==> src/rtl/pc_seq_pkg.sv <==
// Shared types and constants for the program-counter sequencer.
//   state_t      : sequencer FSM states
//   trap_cause_t : encoding reported on trap_cause
//   INSTR_BYTES  : sequential fetch stride
package pc_seq_pkg;

    typedef enum logic [1:0] {
        BOOT = 2'd0,
        RUN  = 2'd1,
        HALT = 2'd2,
        TRAP = 2'd3
    } state_t;

    typedef enum logic [1:0] {
        CAUSE_NONE         = 2'd0,
        CAUSE_BR_MISALIGN  = 2'd1,
        CAUSE_JMP_MISALIGN = 2'd2
    } trap_cause_t;

    localparam logic [31:0] INSTR_BYTES = 32'd4;

    // Instruction targets must be word aligned.
    function automatic logic is_misaligned(input logic [31:0] addr);
        return addr[1:0] != 2'b00;
    endfunction

endpackage

==> src/rtl/pc_target_sel.sv <==
// Next-PC target selection for the RUN state (purely combinational).
// Ports:
//   pc_plus4       in  32  sequential successor of the current pc
//   branch_taken   in   1  conditional branch resolved taken
//   branch_target  in  32  branch destination
//   jump           in   1  jal/jalr redirect (wins over branch)
//   jump_target    in  32  jump destination
//   next_target    out 32  selected next pc
//   misaligned     out  1  selected redirect target is not word aligned
//   cause          out  2  trap cause if misaligned, else CAUSE_NONE
module pc_target_sel
    import pc_seq_pkg::*;
(
    input  logic [31:0] pc_plus4,
    input  logic        branch_taken,
    input  logic [31:0] branch_target,
    input  logic        jump,
    input  logic [31:0] jump_target,
    output logic [31:0] next_target,
    output logic        misaligned,
    output trap_cause_t cause
);

    always_comb begin
        next_target = pc_plus4;
        misaligned  = 1'b0;
        cause       = CAUSE_NONE;
        if (jump) begin
            next_target = jump_target;
            if (is_misaligned(jump_target)) begin
                misaligned = 1'b1;
                cause      = CAUSE_JMP_MISALIGN;
            end
        end else if (branch_taken) begin
            next_target = branch_target;
            if (is_misaligned(branch_target)) begin
                misaligned = 1'b1;
                cause      = CAUSE_BR_MISALIGN;
            end
        end
    end

endmodule

==> src/rtl/pc_sequencer.sv <==
// Program counter owner for the single-cycle core: boot, +4 advance,
// branch/jump redirect, stall freeze, ebreak halt/resume, misaligned trap.
// Ports:
//   clk, rst              clock (rising edge), async active-high reset
//   stall                 freeze pc and state this cycle
//   branch_taken/_target  conditional branch redirect
//   jump/jump_target      jal/jalr redirect
//   halt_req, resume      enter / leave HALT
//   pc, pc_plus4          fetch address and its +4 successor
//   fetch_valid, halted, trap   Moore decodes of the state
//   trap_cause, trap_epc  last trap record, held until next trap or reset
//
// state | meaning
// BOOT  | one idle cycle after reset, pc = RESET_VECTOR, no fetch
// RUN   | fetching at pc, advancing or redirecting every unstalled edge
// HALT  | ebreak reached, pc frozen on it until resume
// TRAP  | single cycle after a misaligned redirect, pc = TRAP_VECTOR
module pc_sequencer
    import pc_seq_pkg::*;
#(
    parameter logic [31:0] RESET_VECTOR = 32'h0000_0000,
    parameter logic [31:0] TRAP_VECTOR  = 32'h0000_0100
) (
    input  logic        clk,
    input  logic        rst,
    input  logic        stall,
    input  logic        branch_taken,
    input  logic [31:0] branch_target,
    input  logic        jump,
    input  logic [31:0] jump_target,
    input  logic        halt_req,
    input  logic        resume,
    output logic [31:0] pc,
    output logic [31:0] pc_plus4,
    output logic        fetch_valid,
    output logic        halted,
    output logic        trap,
    output logic [1:0]  trap_cause,
    output logic [31:0] trap_epc
);

    state_t      state;
    logic [31:0] next_target;
    logic        misaligned;
    trap_cause_t sel_cause;

    assign pc_plus4 = pc + INSTR_BYTES;

    pc_target_sel u_target_sel (
        .pc_plus4      (pc_plus4),
        .branch_taken  (branch_taken),
        .branch_target (branch_target),
        .jump          (jump),
        .jump_target   (jump_target),
        .next_target   (next_target),
        .misaligned    (misaligned),
        .cause         (sel_cause)
    );

    always_ff @(posedge clk or posedge rst) begin
        if (rst) begin
            state      <= BOOT;
            pc         <= RESET_VECTOR;
            trap_cause <= CAUSE_NONE;
            trap_epc   <= 32'h0;
        end else begin
            case (state)
                BOOT: state <= RUN;
                RUN: begin
                    // Stall dominates everything: the source holds its
                    // request until the freeze is released.
                    if (!stall) begin
                        if (halt_req) begin
                            state <= HALT;
                        end else if (misaligned) begin
                            pc         <= TRAP_VECTOR;
                            trap_epc   <= pc;
                            trap_cause <= sel_cause;
                            state      <= TRAP;
                        end else begin
                            pc <= next_target;
                        end
                    end
                end
                HALT: begin
                    // Resume skips over the ebreak the pc is parked on.
                    if (resume) begin
                        pc    <= pc_plus4;
                        state <= RUN;
                    end
                end
                TRAP: state <= RUN;
                default: state <= BOOT;
            endcase
        end
    end

    assign fetch_valid = (state == RUN);
    assign halted      = (state == HALT);
    assign trap        = (state == TRAP);

endmodule

==> config.mk <==
export PLATFORM = sky130hd
export DESIGN_NAME = pc_sequencer
export DESIGN_NICKNAME = d
export VERILOG_FILES = /design/src/rtl/pc_seq_pkg.sv /design/src/rtl/pc_target_sel.sv /design/src/rtl/pc_sequencer.sv
export SDC_FILE = /design/constraint.sdc
export NUM_CORES = 1
export LEC_CHECK = 0
export ABC_AREA = 1
export BUFFER_PORTS_ARGS = -buffer_cell sky130_fd_sc_hd__buf_2
export CAP_MARGIN = 10
export CORE_AREA = 2 2 131 133
export DETAILED_ROUTE_END_ITERATION = 8
export DIE_AREA = 0 0 133 135
export GPL_TIMING_DRIVEN = 1
export PLACE_DENSITY = 0.6
export SLEW_MARGIN = 20
export SYNTH_ARGS = -nofsm -noshare
export SYNTH_HDL_FRONTEND = slang
export SYNTH_HIERARCHICAL = 1
export SYNTH_SLANG_ARGS = --single-unit
==> constraint.sdc <==
create_clock -name clk -period 2.3 [get_ports clk]
set_input_delay 0.46 -clock clk [delete_from_list [all_inputs] [get_ports clk]]
set_output_delay 0.46 -clock clk [all_outputs]
set_load 0.02 [all_outputs]
* Word-level counts from Yosys, hierarchy flattened
Cells that the tools add are included.
** Cells by class
- Add/sub/neg operators :: 1
- Equality and inequality tests :: 7
- Multiplexer cells :: 20
- Bitwise logic cells :: 2
- Reductions and logical operators :: 8
** Operators with widths (count)
- 32-bit two-way mux :: 6
- 32-bit one-hot mux with 2 select lines :: 1
- 32-bit by 3-bit adder with 32-bit output (second input constant) :: 1
- 2-bit two-way mux :: 7
- 4-bit AND reduction :: 2
- 2-bit inequality test (second input constant) :: 3
- 2-bit one-hot mux with 3 select lines :: 1
- 2-bit nonzero test :: 3
- 1-bit two-way mux :: 5
- 2-bit == test (second input constant) :: 2
- 3-bit by 2-bit inequality test with 1-bit output (second input constant) :: 1
- 3-bit AND reduction :: 1
- 2-bit by 1-bit == test with 1-bit output (second input constant) :: 1
- 2-bit zero test :: 1
- 1-bit NOT :: 2
- 2-bit OR reduction :: 1
** Word-level totals
- Bits in registers :: 68
- Bits of input ports :: 71
- Output and inout bits :: 101
- Word-level logic and storage cells :: 42

* Logic depth before layout (Yosys ltp)
Gate-level depths: netlist of the first run.
- Depth after elaboration :: 8
- Mapped depth :: 16
- Gate-level depth less buffers :: 16

* Cells and area by module
The synthesis of the first run kept the hierarchy.
** By module, submodules not included
- pc_sequencer :: instances 1, cells each 474, area an instance 3818.7 um2, seq. area each 1701.6 um2
- pc_target_sel :: instances 1, cells each 244, area an instance 1022.2 um2, seq. area each 0.0 um2

* Worst setup path after synthesis of the first run
OpenSTA, ideal clock, no wires.
- Path type :: reg-to-reg
- Start :: register pc[3]
- End :: register pc[24]
- Library setup time :: 0.083 ns
- Arrival time :: 2.049 ns
- Required time :: 2.217 ns
- Setup slack :: 0.168 ns
- Cell stages (with the launch flop) :: 16
- Path buffers :: 0
- Clock period less this slack :: 2.132 ns
- Cells stage by stage :: dfrtp_1 -> ha_1 -> nand2_1 -> nor2_2 -> nand2_1 -> nor2_4 -> nand3_1 -> nand2_1 -> inv_1 -> nand2_1 -> nand3_1 -> nand2_1 -> nand2_1 -> a21oi_1 -> nand2_1 -> o21ai_0
** Between the ends
- Cells in the longest elaborated chain, start to end :: 7
- Elaborated cells on any way between the ends :: 8
- Those cells by class :: 1 x add/sub; 7 x mux
** Ends and longest elaborated chain
- start, declared :: RTL line pc_sequencer.sv:33 : output logic [31:0] pc,
- start signal, assigned :: RTL line pc_sequencer.sv:81 : pc <= next_target;
- start signal, assigned :: RTL line pc_sequencer.sv:88 : pc <= pc_plus4;
- 32-bit by 3-bit adder with 32-bit output :: RTL line pc_sequencer.sv:47 : assign pc_plus4 = pc + INSTR_BYTES;
- named net pc_plus4[24] :: RTL line pc_sequencer.sv:34 : output logic [31:0] pc_plus4,
- 32-bit two-way mux :: RTL line pc_target_sel.sv:34 : end else if (branch_taken) begin
- 32-bit two-way mux :: RTL line pc_target_sel.sv:28 : if (jump) begin
- named net next_target[24] :: RTL line pc_sequencer.sv:43 : logic [31:0] next_target;
- 32-bit two-way mux :: RTL line pc_sequencer.sv:75 : end else if (misaligned) begin
- 32-bit two-way mux :: RTL line pc_sequencer.sv:73 : if (halt_req) begin
- 32-bit two-way mux :: RTL line pc_sequencer.sv:72 : if (!stall) begin
- 32-bit one-hot mux with 2 select lines :: RTL line pc_sequencer.sv:67 : case (state)
The timed path passes the listed nets, and every way through them passes these cells. The select of a mux whose other input is x is not followed.
A chain may end at the register's enable or synchronous reset.

* Worst setup path in the final report of the first run
- Start :: register pc[3]
- End :: output pc_plus4[12]
** Between the ends
- Cells in the longest elaborated chain, start to end :: 1
** Ends and longest elaborated chain (RTL line)
- 32-bit by 3-bit adder with 32-bit output :: pc_sequencer.sv:47
- end, declared :: pc_sequencer.sv:34
No other way between the ends.

==> results_dict.tcl, run 1 <==
set metrics [dict create \
    die_w_microns 133 \
    synth_top_area_frac 0.3515 \
    route.antenna.remaining_nets 0 \
    synth-seq-cells 68 \
    dr.pass1.iters 4 \
    grt_max_degree 45 \
    grt_pass1_wl_microns 27010 \
    synthesis.nets 790 \
    holdWs_ns 0.1916 \
    leakagePower_nw 3.591 \
    wire_per_inst_microns 15.23 \
    power_switching_share 0.4960 \
    timing.fmax_ghz 0.4327 \
    setup_ws_ns -0.01123 \
    worstPathArrival_ns 1.85 \
    final_nets 983 \
    path_cells "ha_2 -> nand2_2 -> nor2_4 -> nand2_4 -> nor2_4 -> xor2_2 -> buf_6" \
    slowest_delay_ns 0.36 \
    cpMaxStageDelayCell "dfrtp_1" \
    min_path_type "input port to async pin" \
    clock-skew-final_ns 0.006805 \
    drc 0 \
    grt_util_all_layers 0.1951 \
    tightest_slew_ns 0.7493 \
    synth_largest_area_cell "dfrtp_1" \
    ys_types 33 \
    p_comb_frac 0.582 \
    clockRootBuffer "clkbuf_16" \
    reg2reg_depth 15 \
    core_sq_um 16410 \
    vdd_drop_max_mv 0.7720 \
    numCtsBuffers 9 \
    ys_seq_area_frac 0.3515 \
    end_kind "primary output" \
    worstReg2RegStart "pc[3]$_DFFE_PP0P_" \
    clkTransAtPathRegs_ns 0.06 \
    p_int_w 0.004421 \
    dieHeight_microns 135 \
    synth_warnings 6 \
    grt_overflow 0 \
    crit_path_max_fanout 5 \
    num_vias 5151 \
    setup_violations 3 \
    rows 47 \
    clock_power_share 0.150 \
    synth-edff-count 0 \
    power_switching_w 0.004351 \
    worstSetupStartpointType "register" \
    required_ns 1.84 \
    routed_via_density 4.534 \
    hold_viol 0 \
    period_needed_ns 2.311 \
    syn_area_per_cell_sq_um 6.742 \
    netlist_area_sq_um 4841 \
    async_flop_share 1.000 \
    syn_to_final_growth_pct 37.58 \
    tns_ns -0.02805 \
    final_cell_area_sq_um 6660 \
    synth-main-ff-cell "dfrtp_1" \
    hold_buffers 0 \
    maxCapViolCount 0 \
    instances_no_fill 1136 \
    seqPwrFrac 0.268 \
    synth_area_leaders "dfrtp_1, nand2_1, inv_1" \
    die-area_sq_um 17960 \
    maxSlewHeadroom 0.4998 \
    clock_sinks 68 \
    routed_wl_microns 17300 \
    num_io_pins 172 \
    period_share 1.005 \
    violations "setup timing" \
    synthesis.instances 718 \
    grt_pass1_vias 4988 \
    drt_iter0_markers 253 \
    placed_area_sq_um 5983 \
    setup.worst_path.start "pc[3]$_DFFE_PP0P_" \
    dp_hpwl_microns 13140 \
    fin_util 0.4059 \
    cts.path.max_buffers 2 \
    n_fill_cell 1789 \
    h-tree-depth 3 \
    outcome "finished, violations left" \
    initial_core_util 0.2951 \
    layout-drive-gt1-share 0.3559 \
    dp.cells 1104 \
    cts_tree "done" \
    path_class "register to primary output" \
    clk_latency_ns 0.35 \
    gp_congestion 0.9352 \
    antennaDiodeCount 0 \
    slew_viol_final 0 \
    path_common_cell "nor2_4" \
    port_buffers 171 \
    powerDensity_nw_per_um2 1317 \
    grt_setup_unrepaired "yes" \
    antenna_found_initial 0 \
]
## through the flow
stage / setup slack (ns) / power, W
floorplan: 0.1285 / 0.005209
global placement: 0.1757 / 0.007015
detailed placement: 0.1521 / 0.007038
CTS: -0.06816 / 0.008572
global route: -0.1448 / 0.009401
finish: -0.01123 / 0.008772
## worst paths after layout
check | endpoint | slack [ns]
setup / recovery | pc_plus4[12] | -0.01
hold / removal | pc[24]$_DFFE_PP0P_ | 0.19
setup reg to reg | pc[20]$_DFFE_PP0P_ | 0.29
hold reg to reg | trap_epc[17]$_DFFE_PP0P_ | 0.51
max in group asynchronous | pc[9]$_DFFE_PP0P_ | 1.54
min in group clk | state[1]$_DFFE_PP0P_ | 0.42
## layer usage
layer | global-route usage | part of all wire | wire length, microns
met5 | 0 | 0 | 0
met4 | 0.04600 | 0.011 | 182
met3 | 0.05443 | 0.079 | 1374
met2 | 0.3299 | 0.49 | 8401
met1 | 0.2479 | 0.42 | 7341
## cells by family after synthesis
family | after synthesis | synth area share
simple gates | 406 | 0.3631
buf+inv | 130 | 0.1217
compound gates | 83 | 0.09020
flops | 68 | 0.3515
mux | 17 | 0.03954
xor+xnor | 13 | 0.03128
fa+ha+maj | 1 | 0.002584
## area by class of cell
| class | instances | area (sq um) | share of cell area |
|---|---|---|---|
| Tap cell | 220 | 275.3 | 0.04133 |
| Timing Repair Buffer | 214 | 1323 | 0.1986 |
| Clock buffer | 10 | 239.0 | 0.03588 |
| Clock inverter | 6 | 38.79 | 0.005824 |
| Inverter | 98 | 372.9 | 0.05598 |
| Sequential cell | 68 | 1715 | 0.2576 |
| Multi-Input combinational cell | 520 | 2696 | 0.4048 |
## layout by cell type (no fill, tap or decap), types with 4 or more instances in the layout
| cell type | netlist | routed |
|---|---|---|
| a21oi_1 | 54 | 54 |
| a22oi_1 | 6 | 6 |
| buf_2 | 11 | 151 |
| buf_4 | 10 | 45 |
| buf_6 | 6 | 15 |
| clkbuf_16 | 0 | 9 |
| dfrtp_1 | 68 | 57 |
| dfrtp_2 | 0 | 11 |
| inv_1 | 93 | 92 |
| inv_2 | 3 | 4 |
| mux2_2 | 17 | 17 |
| nand2_1 | 274 | 255 |
| nand2_2 | 8 | 25 |
| nand2_4 | 2 | 4 |
| nand3_1 | 46 | 45 |
| nor2_1 | 50 | 47 |
| nor2_2 | 4 | 5 |
| nor2_4 | 13 | 15 |
| o21ai_0 | 13 | 13 |
| o21ai_1 | 7 | 7 |
| xor2_2 | 5 | 6 |
## Yosys cell counts, types with 2 or more instances
master,count
clkbuf_1,5
a22oi_1,6
xnor2_1,3
buf_2,11
nor2_2,4
o21ai_1,7
xor2_2,5
nand3_1,46
a21oi_1,54
nor3_1,3
nand4_1,2
nor2_1,50
inv_2,3
buf_6,6
inv_4,2
nand2_2,8
xor2_1,5
dfrtp_1,68
o21ai_0,13
nor2_4,13
buf_4,10
nand2_1,274
inv_1,93
nand2_4,2
mux2_2,17
## critical path, delay by kind of cell, from the launching register on
| family | cells | cell delay, ns |
|---|---|---|
| and+or+nand+nor | 4 | 0.52 |
| DFF | 1 | 0.36 |
| xor gates and xnor gates | 1 | 0.26 |
| adders and majority gates | 1 | 0.19 |
| buffers and inverters | 1 | 0.17 |
## state kept, by name, summed over array words and instances (netlist names)
| signal | flops |
|---|---|
| state | 2 |
| trap_epc | 32 |
| trap_cause | 2 |
| pc | 32 |
## power by group through the flow
stage               combinational [W]  sequential (W)  clock [W]
finish                        0.00511         0.00235    0.00132
global route                  0.00556         0.00245    0.00140
CTS                           0.00487         0.00235    0.00135
detailed placement            0.00467         0.00237          0
global placement              0.00467         0.00235          0
floorplan                     0.00220         0.00301          0
## timing repair
action / CTS / global route
setup endpoints to repair: 22 / 25
setup buffers: 6 / 10
gates resized for setup: 32 / 53
pin swaps: 15 / 18
Power figures use the tool's default switching activity.
==> run 2, diff against run 1 <==
- ABC_CLOCK_PERIOD_IN_PS: default -> 2300
- CAP_MARGIN: 10 -> default
- CORE_AREA: 2 2 131 133 -> 2 2 120 122
- DIE_AREA: 0 0 133 135 -> 0 0 122 124
- PLACE_DENSITY: 0.6 -> 0.61
- SYNTH_HIERARCHICAL: 1 -> default
==> results_dict.tcl, run 2 <==
set metrics [dict create \
    outcome "completed" \
    h-tree-depth 3 \
    path_delay_family "simple AND/OR/NAND/NOR gates" \
    setup_ws_ns 0.03344 \
    clock_sinks 68 \
    grt_setup_unrepaired "yes" \
    final_nets 806 \
    synth_largest_area_cell "dfrtp_1" \
    clock-skew-final_ns 0.007293 \
    final_cell_mix "nand2_1, buf_2, dfrtp_1" \
    crit_path_max_fanout 5 \
    grt_max_degree 69 \
    synthesis.nets 627 \
    ys_types 27 \
    synth-edff-count 0 \
    grt_pass1_wl_microns 21160 \
    synthesis.instances 555 \
    synth-main-ff-cell "dfrtp_1" \
    clkTransAtPathRegs_ns 0.06 \
    netlist_area_sq_um 4045 \
    slowest_delay_ns 0.41 \
    hold_buffers 0 \
    wire_per_inst_microns 15.14 \
    dieHeight_microns 124 \
    antenna_found_initial 0 \
    leakagePower_nw 2.982 \
    maxSlewHeadroom 0.6636 \
    path_class "register to primary output" \
    routed_wl_microns 13900 \
    clk_latency_ns 0.34 \
    tightest_slew_ns 0.5035 \
    setup_violations 0 \
    antennaDiodeCount 0 \
    syn_area_per_cell_sq_um 7.289 \
    reg.largest.list "pc (32), trap_epc (32)" \
    end_kind "primary output" \
    fin_util 0.4138 \
    cpMaxStageDelayCell "dfrtp_1" \
    synth_top_area_frac 0.4207 \
    timing.fmax_ghz 0.4412 \
    synth_area_leaders "dfrtp_1, nand2_1, a21oi_1" \
    synth_warnings 0 \
    synth_common_cells "nand2_1, dfrtp_1, nor2_1" \
    maxCapViolCount 0 \
    powerDensity_nw_per_um2 1527 \
    period_needed_ns 2.267 \
    drt_iter0_markers 218 \
    num_vias 4259 \
    drc 0 \
    port_buffers 171 \
    pre_cts_ws_ns 0.1736 \
    required_ns 1.84 \
    grt_util_all_layers 0.1846 \
    routed_via_density 4.639 \
    clockRootBuffer "clkbuf_16" \
    grt_overflow 0 \
    min_path_type "input port to async pin" \
    dp.cells 896 \
    synth_most_common_cell "nand2_1" \
    slew_viol_final 0 \
    initial_core_util 0.2948 \
    core_sq_um 13720 \
    cts_tree "done" \
    layout-drive-gt1-share 0.3659 \
    dr.pass1.iters 4 \
    period_share 0.9855 \
    dp_hpwl_microns 10410 \
    syn_to_final_growth_pct 40.33 \
    instances_no_fill 918 \
    die_w_microns 122 \
    hold_viol 0 \
    rows 43 \
    numCtsBuffers 9 \
    async_flop_share 1.000 \
    layout_commonest_cell "nand2_1" \
    path_cells "ha_4 -> nand2_2 -> nor2_4 -> nand2_4 -> nor2_4 -> nand2_1 -> nand2_1 -> nand2_2 -> buf_6" \
    worstPathArrival_ns 1.81 \
    ys_seq_area_frac 0.4207 \
    gp_congestion 0.8604 \
    route.antenna.remaining_nets 0 \
    vdd_drop_max_mv 0.7508 \
    num_io_pins 172 \
    die-area_sq_um 15130 \
    cts.path.max_buffers 2 \
    worstSetupStartpointType "register" \
    path_buf_inv 1 \
    p_total_w 0.008666 \
    synth-seq-cells 68 \
    grt_pass1_vias 3962 \
]
## run 2: changes by cell type in the layout (fill, tap and decap cells not counted), moves of 8 or more
cell     change
buf_4       -20
buf_2        +8
a22o_1      +27
nand2_2     -12
mux2_2      -17
o21ai_0     +20
nand2_1     -83
inv_1       -45
nand3_1     -23
## run 2: layer usage
layer / vias to the layer above / part of all wire / track usage
met5: - / 0 / 0
met4: 0 / 0.013 / 0.05244
met3: 13 / 0.071 / 0.04991
met2: 147 / 0.44 / 0.2884
met1: 1966 / 0.47 / 0.2513
li1: 2133 / - / -
## run 2: through the flow
stage	hold WS (ns)	cell area, sq um	setup TNS, ns
detailed placement	0.4603	5166	0
global placement	0.4571	5166	0
global route	0.2352	5677	-0.6581
floorplan	0.5893	4045	0
finish	0.1852	5677	0
CTS	0.2221	5549	0
## run 2: area by class of cell
type / count / area (sq um)
repair buffers: 195 / 1134
clock inverters: 2 / 10.01
clock buffers: 13 / 260.3
well taps: 180 / 225.2
multi-input cells: 410 / 2143
flip-flops and latches: 68 / 1717
fillers: 1482 / 8043
inverters: 50 / 187.7
## run 2: path summary, 6_finish.rpt
| kind | to | startpoint | cells after the start | slack [ns] |
|---|---|---|---|---|
| max in group asynchronous | pc[4]$_DFFE_PP0P_ | rst | 3 | 1.76 |
| min in group clk | state[0]$_DFFE_PP0P_ | stall | 3 | 0.38 |
| setup / recovery | pc_plus4[28] | pc[2]$_DFFE_PP0P_ | 9 | 0.03 |
| hold reg to reg | trap_epc[14]$_DFFE_PP0P_ | trap_epc[14]$_DFFE_PP0P_ | 2 | 0.47 |
| hold / removal | trap_cause[1]$_DFFE_PP0P_ | rst | 3 | 0.19 |
| setup reg to reg | pc[14]$_DFFE_PP0P_ | state[1]$_DFFE_PP0P_ | 8 | 0.68 |
## run 2: kinds of logic (layout without fill, tap and decap cells)
| logic type | Yosys count | after routing | share of synthesized area |
|---|---|---|---|
| buffers and inverters | 77 | 260 | 0.07856 |
| adder cells (fa/ha/maj) | 1 | 1 | 0.003093 |
| AND/OR/NAND/NOR | 278 | 278 | 0.2861 |
| flip-flops | 68 | 68 | 0.4207 |
| AO/OA/AOI/OAI | 116 | 116 | 0.1717 |
| XOR/XNOR | 15 | 15 | 0.03990 |
## run 2: worst reg2reg max path, stage by stage, from the launching register on
cell     delay, ns
dfrtp_1       0.39
nor2_2        0.20
inv_1         0.09
o21ai_0       0.08
nand2_1       0.10
inv_2         0.24
buf_4         0.25
nor2_1        0.05
a21oi_1       0.13
## run 2: power breakdown
part	switching [W]	internal, W
sequential	0.000614	0.00181
clock	0.000508	0.000779
combinational	0.00324	0.00172
total	0.00436	0.00431
## run 2: what timing repair did
item                       CTS  global route
setup endpoints to repair   20            22
hold endpoints to repair     0             0
gates resized for setup     25            38
setup buffers                4             3
pin swaps                    7            16
